## src/rtl/itag_inv_sequencer.sv

```systemverilog
// itag_inv_sequencer: owns I-cache tag port B; queued invalidations,
// optional fence.i walk (ITAG_FLUSH_EN), refill always wins the port.
// Ports: inv_* queue/handshake, flush_* walk control, fill_* refill,
// tb_* tag bank port B (write side out, one-cycle-late read side in).
module itag_inv_sequencer #(
  parameter int  WAYS            = 2,
  parameter int  LINES           = 512,
  parameter int  SUB_LINE_ADDR_W = 2,
  parameter int  TAG_W           = 20,
  parameter int  INV_FIFO_DEPTH  = 4,
  localparam int LINE_ADDR_W     = $clog2(LINES)
) (
  input  logic                   clk,
  input  logic                   rst_n,
  input  logic                   inv_valid,
  input  logic [31:0]            inv_addr,
  output logic                   inv_ready,
  output logic                   inv_done,
  input  logic                   flush_req,
  output logic                   flush_busy,
  output logic                   flush_done,
  input  logic                   fill_update,
  input  logic [WAYS-1:0]        fill_way,
  input  logic [31:0]            fill_addr,
  output logic                   tb_en,
  output logic [WAYS-1:0]        tb_wen,
  output logic [LINE_ADDR_W-1:0] tb_line_addr,
  output logic                   tb_wdata_valid,
  output logic [TAG_W-1:0]       tb_wdata_tag,
  input  logic [WAYS-1:0]        tb_rd_valid,
  input  logic [WAYS*TAG_W-1:0]  tb_rd_tag
);

  localparam int PW   = $clog2(INV_FIFO_DEPTH);
  localparam int CW   = PW + 1;
  localparam int LOFS = 2 + SUB_LINE_ADDR_W;
  localparam int TOFS = LOFS + LINE_ADDR_W;
  localparam int AW   = TOFS + TAG_W;

  typedef enum logic [1:0] {
    IDLE, INV_READ, INV_WRITE, FLUSH
  } state_e;

  function automatic logic [LINE_ADDR_W-1:0]
    line_of(input logic [31:0] a);
    return a[LOFS +: LINE_ADDR_W];
  endfunction

  // Tag field may run past bit 31; those bits read as 0.
  function automatic logic [TAG_W-1:0]
    tag_of(input logic [31:0] a);
    logic [AW-1:0] x;
    x = AW'(a);
    return x[TOFS +: TAG_W];
  endfunction

  state_e        state_q, state_d;
  logic [31:0]   fifo_q [INV_FIFO_DEPTH];
  logic [PW-1:0] wptr_q, rptr_q;
  logic [CW-1:0] cnt_q;
  logic          full, empty;
  logic          push, pop;
  logic [31:0]   head;
  logic [WAYS-1:0] hit;
  logic          go_flush;
  logic          walk_end;

  assign full      = cnt_q == CW'(INV_FIFO_DEPTH);
  assign empty     = cnt_q == '0;
  assign inv_ready = !full;
  assign push      = inv_valid && !full;
  assign pop       = inv_done;
  assign head      = fifo_q[rptr_q];

  always_comb begin
    hit = '0;
    for (int i = 0; i < WAYS; i++) begin
      hit[i] = tb_rd_valid[i] &&
        (tb_rd_tag[i*TAG_W +: TAG_W] == tag_of(head));
    end
  end

  always_ff @(posedge clk) begin
    if (push) fifo_q[wptr_q] <= inv_addr;
  end

  always_ff @(posedge clk or negedge rst_n) begin
    if (!rst_n) begin
      wptr_q <= '0;
      rptr_q <= '0;
      cnt_q  <= '0;
    end else begin
      if (push) wptr_q <= wptr_q + PW'(1);
      if (pop)  rptr_q <= rptr_q + PW'(1);
      cnt_q <= cnt_q + CW'(push) - CW'(pop);
    end
  end

`ifdef ITAG_FLUSH_EN
  logic [LINE_ADDR_W-1:0] fcnt_q, fcnt_d;
  logic                   pend_q, pend_d;
  logic                   last;

  assign last     = fcnt_q == LINE_ADDR_W'(LINES - 1);
  assign go_flush = flush_req || pend_q;
  // A fill cycle or a restart request must not end the walk.
  assign walk_end = !fill_update && !flush_req && last;
  assign flush_done = (state_q == FLUSH) && walk_end;

  always_ff @(posedge clk or negedge rst_n) begin
    if (!rst_n) begin
      fcnt_q <= '0;
      pend_q <= 1'b0;
    end else begin
      fcnt_q <= fcnt_d;
      pend_q <= pend_d;
    end
  end
`else
  logic fdone_q;

  assign go_flush   = 1'b0;
  assign walk_end   = 1'b1;
  assign flush_done = fdone_q;

  always_ff @(posedge clk or negedge rst_n) begin
    if (!rst_n) fdone_q <= 1'b0;
    else        fdone_q <= flush_req;
  end
`endif

  always_ff @(posedge clk or negedge rst_n) begin
    if (!rst_n) state_q <= IDLE;
    else        state_q <= state_d;
  end

  // Retiring with more work queued skips IDLE so entries
  // issue every two cycles; a push this cycle counts too.
  always_comb begin
    state_d = state_q;
    case (state_q)
      IDLE: begin
        if (go_flush)             state_d = FLUSH;
        else if (!empty || push)  state_d = INV_READ;
      end
      INV_READ: begin
        if (!fill_update) state_d = INV_WRITE;
      end
      INV_WRITE: begin
        if (fill_update)   state_d = INV_READ;
        else if (go_flush) state_d = FLUSH;
        else if (cnt_q > CW'(1) || push)
                           state_d = INV_READ;
        else               state_d = IDLE;
      end
      FLUSH: begin
        if (walk_end) state_d = IDLE;
      end
      default: state_d = IDLE;
    endcase
`ifdef ITAG_FLUSH_EN
    fcnt_d = fcnt_q;
    pend_d = pend_q;
    if (state_q == FLUSH) begin
      if (flush_req)        fcnt_d = '0;
      else if (!fill_update)
        fcnt_d = last ? '0 : fcnt_q + LINE_ADDR_W'(1);
    end
    if (flush_req && (state_q == INV_READ ||
                      state_q == INV_WRITE))
      pend_d = 1'b1;
    if (state_d == FLUSH) pend_d = 1'b0;
`endif
  end

  always_comb begin
    tb_en          = 1'b0;
    tb_wen         = '0;
    tb_line_addr   = '0;
    tb_wdata_valid = 1'b0;
    tb_wdata_tag   = '0;
    inv_done       = 1'b0;
    flush_busy     = 1'b0;
    if (fill_update) begin
      tb_en          = 1'b1;
      tb_wen         = fill_way;
      tb_line_addr   = line_of(fill_addr);
      tb_wdata_valid = 1'b1;
      tb_wdata_tag   = tag_of(fill_addr);
    end else begin
      case (state_q)
        INV_READ: begin
          tb_en        = 1'b1;
          tb_line_addr = line_of(head);
        end
        INV_WRITE: begin
          tb_en        = 1'b1;
          tb_wen       = hit;
          tb_line_addr = line_of(head);
          inv_done     = 1'b1;
        end
`ifdef ITAG_FLUSH_EN
        FLUSH: begin
          tb_en        = 1'b1;
          tb_wen       = '1;
          tb_line_addr = fcnt_q;
        end
`endif
        default: ;
      endcase
    end
`ifdef ITAG_FLUSH_EN
    flush_busy = state_q == FLUSH;
`endif
  end

  logic unused_ok;
  assign unused_ok = ^{fill_addr, head};

endmodule

```

## config.mk

```make
export PLATFORM = sky130hd
export DESIGN_NAME = itag_inv_sequencer
export DESIGN_NICKNAME = d
export VERILOG_FILES = /design/src/rtl/itag_inv_sequencer.sv
export SDC_FILE = /design/constraint.sdc
export NUM_CORES = 1
export LEC_CHECK = 0
export ABC_AREA = 0
export CAP_MARGIN = 20
export CORE_MARGIN = 2
export CORE_UTILIZATION = 50
export DETAILED_ROUTE_END_ITERATION = 10
export GPL_TIMING_DRIVEN = 0
export PLACE_DENSITY = 0.82
export SLEW_MARGIN = 20
export SYNTH_ARGS = -nofsm -noshare
export SYNTH_HDL_FRONTEND = slang
export SYNTH_SLANG_ARGS = --single-unit
```

## constraint.sdc

```tcl
create_clock -name clk -period 7.4 [get_ports clk]
set_input_delay 2.22 -clock clk [delete_from_list [all_inputs] [get_ports clk]]
set_output_delay 2.22 -clock clk [all_outputs]
set_load 0.05 [all_outputs]
```

Word level (Yosys, flattened, before mapping)
Memories as Yosys holds them, arrays and structs flattened.
Index checks and enable logic that the tools add are counted.
- input bits: 113
- RAM bits: 128
- register bits after elaboration: 10
- memories: 1
- word-level logic and storage cells: 47
- output and inout port bits: 37
- equality and inequality tests: 8
- add/sub/neg operators: 4
- muxes and demuxes: 17
- reductions and logical operators: 11
- order comparisons: 1
- memories (name ; depth ; width ; read ports ; clocked after memory_dff ; wr ports ; line ; source):
    fifo_q ; 4 ; 32 ; 1 ; 0 ; 1 ; 58 ; logic [31:0] fifo_q [INV_FIFO_DEPTH];
- operator list (operator ; number):
    == test 20 x 19 -> 1 bit ; 2
    2-to-1 mux 19 bit ; 1
    2-to-1 mux 9 bit ; 2
    2-to-1 mux 1 bit ; 9
    2-to-1 mux 2 bit ; 4
    one-hot mux 2 bit (4 select lines) ; 1
    adder 2 x 1 -> 2 bit, second input constant ; 2
    == test 2 bit, second input constant ; 2
    inequality test 2 bit, second input constant ; 2
    adder 3 x 1 -> 3 bit ; 1
    == test 3 bit, second input constant ; 1
    > comparator 3 x 1 -> 1 bit, second input constant ; 1
    logical AND 1 bit ; 3
    logical NOT 3 bit ; 1
    subtractor 3 x 1 -> 3 bit ; 1
    == test 2 x 1 -> 1 bit, second input constant ; 1
    logical NOT 1 bit ; 2
    logical NOT 2 bit ; 1
    logical OR 1 bit ; 2
    AND reduction 2 bit ; 1
    OR reduction 2 bit ; 1

Logic depth before layout (Yosys ltp)
Gate-level depths: netlist (run 1).
- word-level depth: 7
- depth in mapped cells: 8
- depth with buffers taken out: 8

Worst setup path after synthesis (run 1)
Ideal clock, no wire load.
- path kind: input -> output
- from: input fill_update
- to: output tb_wen[0]
- required time: 5180 ps
- setup slack: 865 ps
- stages on the path: 5
- data arrival time: 4315 ps
- path through: nor2b_1 -> nand3b_1 -> a21oi_1 -> o2111ai_1 -> o31ai_2
- word-level cells in the longest chain between the ends: 1
- RTL lines (what ; line ; source):
    from (decl) ; 22 ; input logic fill_update,
    2-to-1 mux 2 bit ; 184 ; if (fill_update) begin
    to (decl) ; 26 ; output logic [WAYS-1:0] tb_wen,
Every way passes these cells.

Worst setup path after layout (run 1)
- from: input fill_update
- to: output tb_wen[1]
The elaborated chain is that of the path after synthesis.

==> results of run 1 <==
## worst max-delay path, cell delays in order
cell                              delay (ps)
sky130_fd_sc_hd__clkdlybuf4s50_1         620
sky130_fd_sc_hd__nor2b_2                 510
sky130_fd_sc_hd__nand3b_1                160
sky130_fd_sc_hd__a21o_1                  180
sky130_fd_sc_hd__a2111oi_0               320
sky130_fd_sc_hd__a32o_1                  240
sky130_fd_sc_hd__clkdlybuf4s50_1         800
## state kept, by name, summed over array words and instances, names as in the netlist
signal      count
flush_done      1
wptr_q          2
fifo_q        112
cnt_q           3
rptr_q          2
state_q         2
## cell usage in the layout, fill, tap and decap left out, drive strengths merged, types with 2 or more instances in the layout
master	n
nand2	5
nor4	3
xnor2	24
a21oi	3
and2	19
nor2	7
bufinv	5
conb	2
mux4	25
clkdlybuf4s50	139
buf	17
mux2	3
mux2i	17
clkbuf	21
a32oi	2
ha	12
a2111oi	2
inv	16
clkinv	6
o21ai	4
clkinvlp	2
edfxtp	112
nand3b	2
o22ai	5
a32o	2
nand4	4
xor2	14
a22o	9
dfrtp	10
nor2b	3
and3	4
## kinds of logic (layout without fill, tap and decap cells)
family / after synthesis / in the layout / synth area share (%)
DFF: 122 / 122 / 64.0
and+or+nand+nor: 51 / 51 / 5.39
muxes: 45 / 45 / 14.3
xor gates and xnor gates: 38 / 38 / 5.90
AOI/OAI and AO/OA: 32 / 32 / 4.44
buffers and inverters: 31 / 206 / 2.88
adders and majority gates: 13 / 13 / 3.02
other: 1 / 2 / 0.0665
## synth_stat cells, drive strengths merged
cell / instances / area (um^2)
a2111oi: 2 / 23.8
a21o: 1 / 7.51
a21oi: 3 / 15.0
a22o: 9 / 78.8
a31oi: 1 / 6.26
a32o: 2 / 20.0
a32oi: 2 / 17.5
and2: 19 / 119
and3: 4 / 25.0
buf: 13 / 95.1
clkbuf: 3 / 11.3
conb: 1 / 3.75
dfrtp: 10 / 250
edfxtp: 112 / 3360
fa: 1 / 20.0
ha: 12 / 150
inv: 15 / 56.3
mux2: 3 / 33.8
mux2i: 17 / 170
mux4: 25 / 601
nand2: 5 / 18.8
nand2b: 1 / 6.26
nand3: 1 / 5.00
nand3b: 2 / 15.0
nand4: 4 / 25.0
nor2: 7 / 26.3
nor2b: 3 / 18.8
nor4: 3 / 31.3
o2111ai: 1 / 8.76
o21ai: 4 / 20.0
o221ai: 1 / 8.76
o22ai: 5 / 31.3
o31ai: 1 / 12.5
or2: 1 / 6.26
or4: 1 / 7.51
xnor2: 24 / 210
xor2: 14 / 123
## report_power, final
| group | internal (mW) | switching (mW) | total [mW] | leakage, nW |
|---|---|---|---|---|
| combinational | 0.490 | 0.597 | 1.09 | 1.42 |
| sequential | 0.918 | 0.0497 | 0.968 | 1.14 |
| clock | 0.599 | 0.296 | 0.895 | 0.308 |
| total | 2.01 | 0.942 | 2.95 | 2.87 |
## layout make-up
cell class              count  area (um^2)  share of cell area, %
flip-flops and latches    122         3610                   45.3
multi-input cells         181         1880                   23.5
repair buffers            143         1500                   18.8
clock buffers              18          429                   5.38
clock inverters            14          221                   2.78
well taps                 140          175                   2.20
plain buffers              16          106                   1.33
inverters                  15         56.3                  0.706
## worst paths after layout
kind	end	slack (ps)
hold reg to reg	wptr_q[0]$_DFFE_PN0P_	550
max in group asynchronous	state_q[1]$_DFFE_PN0P_	4940
min in group asynchronous	flush_done$_DFF_PN0_	2140
setup reg to reg	cnt_q[1]$_DFF_PN0_	5170
hold / removal	wptr_q[0]$_DFFE_PN0P_	550
setup / recovery	tb_wen[1]	130
## per-layer routing
metal | vias to the layer above | global-route usage [%] | share of wire (%)
met3 | 13 | 7.23 | 8.3
met2 | 159 | 38.6 | 51
li1 | 1625 | - | -
met4 | 0 | 6.88 | 1.1
met1 | 1776 | 28.1 | 40
met5 | - | 0 | 0
## stage by stage
step	TNS [ps]	instances	setup WS [ps]	power [mW]
after global routing	0	649	21.9	3.07
final	0	649	129	2.95
after CTS	0	649	161	2.97
after detailed placement	-162	617	-98.3	2.06
after floorplan	0	334	865	1.70
after global placement	-214	613	-138	2.00
==> qor_table.md, run 1 <==
| Stage | Result | This run |
|:---|:---|:---|
| setup path | Data required time of the critical path | 5180 ps |
| timing | Slew Viols, Final | 0 |
| clock network | Inserted Clock Buffers | 17 |
| die | Number of top-level pins | 150 |
| clock network | Clock Tree Root | sky130_fd_sc_hd__clkbuf_16 |
| routing | Iteration-0 DRC Markers | 220 |
| power and ir drop | Static power due to leakage | 2.87 nW |
| clock network | TritonCTS clock tree | yes |
| clock network | Hold-fix buffers, CTS | 0 |
| setup path | Worst path arrival time | 5050 ps |
| routing | DRC violation count after routing | 0 |
| timing | Share of the cycle needed by the critical path after routing | 98.3% |
| setup path | Worst R2R Start | state_q[0]$_DFFE_PN0P_ |
| power and ir drop | VDD IR max | 0.272 mV |
| die | DIE WIDTH | 110 um |
| clock network | Count of cells resized by post-cts repair | 1 |
| timing | Clock skew | 6.45 ps |
| die | Overall die area | 12,100 um^2 |
| synth | Average cell area after synthesis | 16.9 um^2 |
| layout | Filler cell count in the final layout | 685 |
| layout | Number of antenna diodes | 0 |
| timing | Final count of hold timing violations | 0 |
| routing | Antenna Nets Post-Route | 0 |
| timing | Hold Slack | 551 ps |
| hold path | Number of cells traversed by the worst hold path | 1 |
| layout | Growth of design area from synthesis to finish | 41.5% |
| layout | Layout cell share with drive strength beyond 1 | 14.5% |
| synth | Cell area after technology mapping | 5640 um^2 |
| grt | Number of antenna violations at the first check in global routing | 0 |
| synth | Distinct cell type count after synthesis | 44 |
| clock network | Clock insertion delay at the later pin of the skew report | 410 ps |
| setup path | Crit Path Max Fanout | 9 |
| die | Die Ht | 110 um |
| grt | Congestion Overflow GR | 0 |
| hold path | Source of the worst hold timing path | wptr_q[0]$_DFFE_PN0P_ |
| layout | Layout Utilization | 73.0% |
| clock network | Clk pin slew, worst setup/hold paths | 50 ps |
| setup path | Crit. Startpoint | fill_update |
| grt | Via count of the first global-routing pass | 3,811 |
| layout | Post-layout nets | 622 |
| placed design | Buffers on Ports | 139 |
| routing | Via density | 5.51 |
| die | Effective utilization at floorplan | 51.6% |
| hold path | Worst Hold Class | reg2reg |
| placed design | Final HPWL DP | 9.16 mm |
| synth | Yosys Warn Count | 0 |
| timing | Setup repair after global routing missed its margin | no |
| flow run | Number of maximum-capacitance constraint violations | 0 |
| clock network | H-Tree Level Count | 4 |
| routing | First drt pass iteration count | 5 |
| routing | Final routed wirelength across all metal layers | 13.2 mm |
| placed design | Gp weighted congestion | 0.900 |
| timing | Least-Margin Pin Slew | 706 ps |
| timing | Final-report setup violation count | 0 |
| setup path | CP Class | in2out |
| synth | Sequential cell area fraction in the yosys report | 64.0% |
| synth | Post-synthesis cell count | 333 |
| die | Core Rows | 38 |
| routing | Via count | 3,573 |
| timing | Maximum clock rate | 138 MHz |
| timing | Worst slew margin | 52.9% |
| grt | Largest net degree at the start of global routing | 20 |
| grt | Global-route wire length before repair | 19.7 mm |
| setup path | Nature of the critical path endpoint | output pin |
| placed design | Area after detailed placement | 7330 um^2 |
| layout | Summed area of non-filler cells in the final layout | 7980 um^2 |
| routing | Average wire per cell in the routed design | 20.3 um |
| synth | Register bit count reported by yosys | 122 |
| run status | Run status | completed |
| die | Core region area | 10,900 um^2 |
| grt | Gr usage total | 22.8% |
| clock network | Clock sink count | 122 |
| clock network | CTS Buffer Depth | 2 |
| setup path | Startpoint Class | primary input |
| clock network | Number of setup buffers added after CTS | 0 |
| timing | Final period demand of the worst path | 7270 ps |
| power and ir drop | Total power density per cell area | 370 nW/um^2 |
| setup path | Count of cells along the worst register-to-register path | 7 |
(Power assumes the default switching activity.)
==> run 2: changes to the inputs <==
- ABC_AREA: 0 -> not set
==> results of run 2 <==
Final layout, timing and power as in run 1 (identical DEF).
